--- src/rtl/dmem_arbiter.sv ---
// dmem_arbiter: round-robin sharing of a dual-port data memory among NCORE cores,
// with same-address write conflicts between the two ports serialized.
module dmem_arbiter #(
  parameter int NCORE = 4,
  parameter int AW    = 32,
  parameter int DW    = 32
) (
  input  logic                clk,
  input  logic                rst_n,
  input  logic [NCORE-1:0]    req,
  input  logic [NCORE-1:0]    we,
  input  logic [NCORE*AW-1:0] addr,
  input  logic [NCORE*DW-1:0] wdata,
  output logic [NCORE-1:0]    ack,
  output logic [NCORE*DW-1:0] rdata,
  output logic                m_we1,
  output logic                m_we2,
  output logic [AW-1:0]       m_addr1,
  output logic [AW-1:0]       m_addr2,
  output logic [DW-1:0]       m_wdata1,
  output logic [DW-1:0]       m_wdata2,
  input  logic [DW-1:0]       m_rdata1,
  input  logic [DW-1:0]       m_rdata2
);
  localparam int PW = $clog2(NCORE);

  logic [PW-1:0]    rr_ptr_q, rr_ptr_d, g1, g2;
  logic [NCORE-1:0] ack_q, ack_d, elig;
  logic [AW-1:0]    a [NCORE];
  logic [DW-1:0]    wd [NCORE];
  logic [DW-1:0]    rd_q [NCORE];
  logic [DW-1:0]    rd_d [NCORE];
  logic             v1, v2;

  function automatic logic [PW-1:0] slot(input logic [PW-1:0] p, input int k);
    return PW'((int'(p) + k) % NCORE);
  endfunction

  for (genvar i = 0; i < NCORE; i++) begin : g_core
    assign a[i] = addr[i*AW +: AW];
    assign wd[i] = wdata[i*DW +: DW];
    assign rdata[i*DW +: DW] = rd_q[i];
  end

  assign elig = req & ~ack_q;
  assign ack  = ack_q;

  // Port 2 scans onward from g1; cores between rr_ptr and g1 are known ineligible.
  always_comb begin
    v1 = 1'b0;
    g1 = '0;
    v2 = 1'b0;
    g2 = '0;
    for (int k = 0; k < NCORE; k++)
      if (rst_n && !v1 && elig[slot(rr_ptr_q, k)]) begin
        v1 = 1'b1;
        g1 = slot(rr_ptr_q, k);
      end
    for (int k = 1; k < NCORE; k++)
      if (v1 && !v2 && elig[slot(g1, k)] &&
          !(a[slot(g1, k)] == a[g1] && (we[slot(g1, k)] || we[g1]))) begin
        v2 = 1'b1;
        g2 = slot(g1, k);
      end
  end

  assign m_we1    = v1 & we[g1];
  assign m_we2    = v2 & we[g2];
  assign m_addr1  = v1 ? a[g1]  : '0;
  assign m_addr2  = v2 ? a[g2]  : '0;
  assign m_wdata1 = v1 ? wd[g1] : '0;
  assign m_wdata2 = v2 ? wd[g2] : '0;

  always_comb begin
    ack_d    = '0;
    rd_d     = rd_q;
    rr_ptr_d = v1 ? slot(g1, 1) : rr_ptr_q;
    if (v1) begin
      ack_d[g1] = 1'b1;
      rd_d[g1]  = we[g1] ? rd_q[g1] : m_rdata1;
    end
    if (v2) begin
      ack_d[g2] = 1'b1;
      rd_d[g2]  = we[g2] ? rd_q[g2] : m_rdata2;
    end
  end

  always_ff @(posedge clk or negedge rst_n)
    if (!rst_n) begin
      rr_ptr_q <= '0;
      ack_q    <= '0;
      rd_q     <= '{default: '0};
    end else begin
      rr_ptr_q <= rr_ptr_d;
      ack_q    <= ack_d;
      rd_q     <= rd_d;
    end
endmodule
--- config.mk ---
export PLATFORM = sky130hd
export DESIGN_NAME = dmem_arbiter
export DESIGN_NICKNAME = d
export VERILOG_FILES = /design/src/rtl/dmem_arbiter.sv
export SDC_FILE = /design/constraint.sdc
export NUM_CORES = 1
export LEC_CHECK = 0
export CORE_AREA = 2 2 229 231
export CTS_BUF_LIST = sky130_fd_sc_hd__clkbuf_16
export CTS_CLUSTER_DIAMETER = 100
export DETAILED_ROUTE_END_ITERATION = 8
export DIE_AREA = 0 0 231 233
export DONT_BUFFER_PORTS = 1
export PLACE_DENSITY = 0.57
export RECOVER_POWER = 100
export SYNTH_ARGS = -nofsm -noshare
export SYNTH_HDL_FRONTEND = slang
export SYNTH_SLANG_ARGS = --single-unit
--- constraint.sdc ---
create_clock -name clk -period 27.5 [get_ports clk]
set_clock_uncertainty 0.15 [all_clocks]
set_input_delay 5.5 -clock clk [delete_from_list [all_inputs] [get_ports clk]]
set_output_delay 5.5 -clock clk [all_outputs]
set_load 0.02 [all_outputs]
* After elaboration in Yosys (flattened, before gate mapping)
Index checks and enable logic that the tools add are counted.
** Storage, ports and cells
- Bits in registers :: 134
- Word-level logic and storage cells :: 161
** Operators by class
- Mux-type cells :: 85
- Add/subtract/negate cells :: 6
- Reduce and logical (&&, ||, !) cells :: 33
- Bitwise gates (word level) :: 10
- Equal/unequal tests :: 3
- $lt $le $gt $ge :: 18
** Operators with widths (count)
- $mux W32 :: 26
- $bmux W32 S2 :: 9
- $bwmux W128 :: 2
- $mux W128 :: 2
- $demux W32 S2 :: 2
- $eq A32 B32 Y1 :: 3
- $lt A2 B3 Y1 const B :: 9
- $bmux W1 S2 :: 12
- $logic_and A1 B1 Y1 :: 22
- $mux W1 :: 21
- $ge A3 B3 Y1 const B :: 5
- $not A2 Y3 :: 5
- $mux W2 :: 7
- $add A2 B2 Y2 const B :: 4
- $logic_not A1 Y1 :: 8
- $mux W4 :: 2
- $lt A3 B1 Y1 const B :: 2
- $add A2 B1 Y2 const B :: 2
- $and A4 B4 Y4 :: 1
- $demux W1 S2 :: 2
- $ge A2 B1 Y1 const B :: 2
- $not A4 Y4 :: 1
- $or A4 B4 Y4 :: 1
- $logic_or A1 B1 Y1 :: 3
- $and A1 B1 Y1 :: 2

* Depth between registers and ports, before layout
- Depth after elaboration :: 45
- Gate-level depth with buffers :: 26

* Worst setup path before layout
No wires, ideal clock.
- Path kind :: input-to-output
- Start point :: input port req[3]
- End point :: output port m_we2
- Path slack :: 10.466 ns
- Arrival :: 11.384 ns
- Stages on the path :: 23
- Data required time :: 21.850 ns
- Cell sequence :: nor2b_1 > a211oi_2 > nor2_1 > clkbuf_1 > buf_1 > buf_1 > clkbuf_1 > ha_1 > buf_2 > buf_1 > buf_1 > mux2i_1 > xor2_1 > nor3_1 > nand4_1 > or4b_1 > and2_1 > o221a_1 > o32ai_4 > buf_6 > buf_6 > inv_1 > nor2_1
** Between the ends
- Word-level cells in the longest chain between the ends :: 40
- Elaborated cells on any way between the ends :: 91
- Those cells by class :: add/sub: 3; eq/ne: 3; mux: 50; bitwise: 6; reduce/logical: 29
** Ends and longest elaborated chain
- start: declaration :: RTL line 10 : input logic [NCORE-1:0] req,
- $and A4 B4 Y4 (*) :: RTL line 45 : assign elig = req & ~ack_q;
- $bmux W1 S2 :: RTL line 55 : if (rst_n && !v1 && elig[slot(rr_ptr_q, k)]) begin
- $mux W1 (not written as such) :: RTL line 55
- $logic_and A1 B1 Y1 :: RTL line 55
- $mux W1 :: RTL line 55
- $logic_not A1 Y1 :: RTL line 55
- $logic_and A1 B1 Y1 (2 in series) :: RTL line 55
- $mux W1 :: RTL line 55
- [19 not listed]
- $logic_and A1 B1 Y1 (3 in series) :: RTL line 60 : if (v1 && !v2 && elig[slot(g1, k)] &&
- $mux W1 :: RTL line 60
- $logic_not A1 Y1 :: RTL line 60
- $logic_and A1 B1 Y1 (3 in series) :: RTL line 60
- $mux W2 :: RTL line 60
- $bmux W1 S2 :: RTL line 68 : assign m_we2 = v2 & we[g2];
- $mux W1 (not written as such) :: RTL line 68
- $and A1 B1 Y1 (*) :: RTL line 68
- end: declaration :: RTL line 17 : output logic m_we2,
Mark *: on every way between the ends. The rest lies on a longest branch, timed or not. The select of a mux whose other input is x is not followed.

* Final worst setup path
- Start point :: input port req[3]
- End point :: output port m_addr2[13]
** Between the ends
- Word-level cells in the longest chain between the ends :: 42
- Elaborated cells on any way between the ends :: 93
- Those cells by class :: add/sub: 3; eq/ne: 3; mux: 52; bitwise: 6; reduce/logical: 29
** Ends and longest elaborated chain
- $and A4 B4 Y4 (*) :: RTL line 45
- $bmux W1 S2 :: RTL line 55
- $mux W1 (not written as such) :: RTL line 55
- $logic_and A1 B1 Y1 :: RTL line 55
- $mux W1 :: RTL line 55
- $logic_not A1 Y1 :: RTL line 55
- $logic_and A1 B1 Y1 (2 in series) :: RTL line 55
- $mux W1 :: RTL line 55
- [22 not listed]
- $mux W1 :: RTL line 60
- $logic_not A1 Y1 :: RTL line 60
- $logic_and A1 B1 Y1 (3 in series) :: RTL line 60
- $mux W2 :: RTL line 60
- $not A2 Y3 (not written as such) :: RTL line 70 : assign m_addr2 = v2 ? a[g2] : '0;
- $bmux W32 S2 :: RTL line 70
- $mux W32 (not written as such) (2 in series) :: RTL line 70
- $mux W32 (*) :: RTL line 70
- end: declaration :: RTL line 19 : output logic [AW-1:0] m_addr2,
Marks and branches as above.

==> key figures <==
Detailed routing
  – Via density: approximately 6.4
  – Drt first pass iters: 8
  – DRT Wirelength: 70,800 um
  – Drt first-iter violations: between 1,000 and 1,500
  – Vias: around 15,000
  – Remaining DRCs: 0
  – Antenna Violating Nets Remaining: 0
  – DR WL/cell: slightly below 30 um

Timing
  – Crit share post-route: 0.808
  – Slew Limit Fails: between 400 and 500
  – Final Hold Violating Endpoints: 0
  – Slew @ Worst Pin: ~3500 ps
  – Finish-stage setup viols: 0
  – Fmax: roughly 0.045 GHz
  – Period minus WS final: 22,230 ps
  – RSZ-0062 raised after global routing: no
  – Slew HR: -1.34
  – Setup TNS Final: 0 ps

Floorplan
  – Die Span X: 231 um
  – Die area: 0.0538 mm2
  – DIE HEIGHT: approximately 230 um
  – Row count: 83
  – Starting Density: 0.318
  – Core ar.: roughly 0.051 mm2
  – IO Count: just under 600

Job
  – Max-cap violations: 9

Clocking
  – H-tree depth: 4
  – Post CTS Setup Buffer Count: 0
  – CTS Sinks: roughly 130
  – TritonCTS Buffers: 17
  – Cts hold-fix bufs: 0
  – Clock tree from TritonCTS: done
  – CTS root buf: clkbuf_16
  – Post_cts resized: 0
  – Worst skew pair latency: between 400 and 500 ps
  – CTS clk-pin slew, worst paths: roughly 60 ps
  – Clk buf depth: 2

Layout
  – Layout cells sized above 1: 0.149
  – Multi-input gate area: approximately 0.012 mm2
  – Filler instances: roughly 5,300
  – Most common cell after layout, fill and taps aside: nand2_1
  – Layout Nets: 2,044
  – Area Growth Syn to Fin: 5.68%
  – Commonest cells after routing, fill and taps aside: nand2_1 (209), mux2i_1 (197), dfrtp_1 (134)
  – Register area: roughly 0.0034 mm2
  – Util after Layout: 0.336

Synthesis
  – Main flop type after synthesis: dfrtp_1
  – FF+latch count, synth: between 100 and 150
  – EDFF count, synth: 0
  – Syn_area_per_cell: between 8 and 9 um2
  – Seq/Total Area, Yosys: 0.206
  – Library cells used by synthesis: 60
  – Cell count after synthesis: 1,840
  – Mapped cell area: around 0.016 mm2
  – Ys Warns: 0
  – Mapped Nets: between 2,000 and 2,500
  – Async set-reset flop share out of synthesis: 1.00

Power
  – Internal cell power: 1230 uW
  – IR drop worst, VDD: roughly 70 uV
  – Cell leakage power: between 0.006 and 0.007 uW
  – Psw: roughly 1400 uW
  – Power density over the cells: 155 mW/mm2
  – Comb power frac: 0.696
  – Clock power frac: 0.085
  – Fraction of power consumed by sequential logic: 0.219
  – Switch share: 0.537

Global routing
  – Global-route wire length before repair: around 100,000 um
  – Global-route usage over all layers: 0.249
  – Initial antenna violation count: 8
  – Vias in the first global route: approximately 15,000
  – Largest net degree at the start of global routing: 140
  – Total gr overflow: 0

Placed design
  – Hpwl dp: slightly above 50,000 um
  – PortBufs: 0
  – GPL Wtd Cong: 1.01

Worst setup path
  – Worst Setup End Kind: output port
  – Critical Path AT: ~17,000 ps
  – Setup slack, reg-to-reg: 12,480 ps
  – CP max FO: 64
  – Worst R2R Path Depth: 16
  – Critical path class: in -> out
  – Req. time, crit path: about 22,000 ps
  – Setup crit start kind: input port

Status
  – Violations in the final reports: max-capacitance violations, max-slew violations
  – Status: finished, violations left

Worst hold path
  – Hold crit path type: reg -> reg
  – Hold depth: 2
[flip-flops by register name, indices dropped and copies added, names as in the netlist]
name / cells
rdata: 128
rr_ptr_q: 2
ack: 4
[per-layer routing]
layer | track usage | share of wire
met2 | 0.415 | 0.48
met4 | 0.0964 | 0.032
met5 | 0 | 0.00040
met3 | 0.0744 | 0.11
met1 | 0.301 | 0.38
[logic make-up (layout without fill, tap and decap cells)]
logic type      count (synthesis)  count (layout)  synth area share
buf+inv                       183              66            0.0492
compound gates                439             439             0.169
mux                           423             423             0.345
other cells                     0              15                 0
simple gates                  530             530             0.159
flops                         134             134             0.206
fa+ha+maj                       4               4           0.00308
xor+xnor                      127             127            0.0685
[through the flow]
step / instance area (um2) / hold WS, ps / power, uW / setup slack, ps / std cells
6_report: 17200 / 427 / 2660 / 5270 / 2418
5_1_grt: 17200 / 486 / 2830 / 4630 / 2413
4_1_cts: 17200 / 432 / 2650 / 9020 / 2403
3_5_place_dp: 16600 / 417 / 2420 / 9020 / 2371
3_3_place_gp: 16600 / 399 / 2370 / 9150 / 2371
2_1_floorplan: 16200 / 354 / 2030 / 10470 / 1840
[synth_stat cells (35+ instances only)]
master / instances / area share
a211oi_1: 66 / 0.031
a21oi_1: 100 / 0.031
a31oi_1: 53 / 0.020
and2_1: 65 / 0.025
and3_1: 35 / 0.013
clkbuf_1: 112 / 0.026
dfrtp_1: 134 / 0.21
mux2_1: 42 / 0.029
mux2_2: 88 / 0.061
mux2i_1: 197 / 0.12
mux4_2: 96 / 0.13
nand2_1: 213 / 0.049
nor2_1: 75 / 0.017
nor2b_1: 68 / 0.026
o21ai_0: 132 / 0.041
xnor2_1: 120 / 0.065
[critical path, stage by stage]
cell and delay [ps]:
nor2b_1 670, a21o_1 200, nand3_4 420, clkinvlp_2 2140, clkbuf_1 2370, a32oi_1 770
xnor2_1 450, nand4_1 140, or4_1 550, nor3_1 400, o22ai_1 230, o21bai_1 920
buf_4 850, mux4_2 430, nor2b_1 390
[cell type report]
cell class                      instances  share of cell area
Timing Repair Buffer                   27              0.0105
Multi-Input combinational cell       1523               0.708
Tap cell                              680              0.0496
Sequential cell                       134               0.195
Clock inverter                         15             0.00824
Inverter                                7             0.00160
Clock buffer                           17              0.0248
Antenna cell                           15             0.00219
[final timing paths]
path,from,to
worst max-delay path,req[3],m_addr2[13]
worst min-delay path,rr_ptr_q[0]$_DFFE_PN0N_,rr_ptr_q[0]$_DFFE_PN0N_
worst max register to register,ack[3]$_DFF_PN0_,rdata[86]$_DFF_PN0_
worst min register to register,rr_ptr_q[0]$_DFFE_PN0N_,rr_ptr_q[0]$_DFFE_PN0N_
max in group asynchronous,rst_n,rdata[69]$_DFF_PN0_
min in group asynchronous,rst_n,rdata[116]$_DFF_PN0_
[power groups by stage]
| stage | combinational [uW] | clock, uW | sequential (uW) |
|---|---|---|---|
| after floorplan | 1520 | 0 | 510 |
| after global placement | 1790 | 0 | 580 |
| after detailed placement | 1830 | 0 | 582 |
| after CTS | 1840 | 233 | 579 |
| after global routing | 2000 | 239 | 596 |
| final | 1850 | 227 | 581 |
Power figures use the tool's default switching activity.
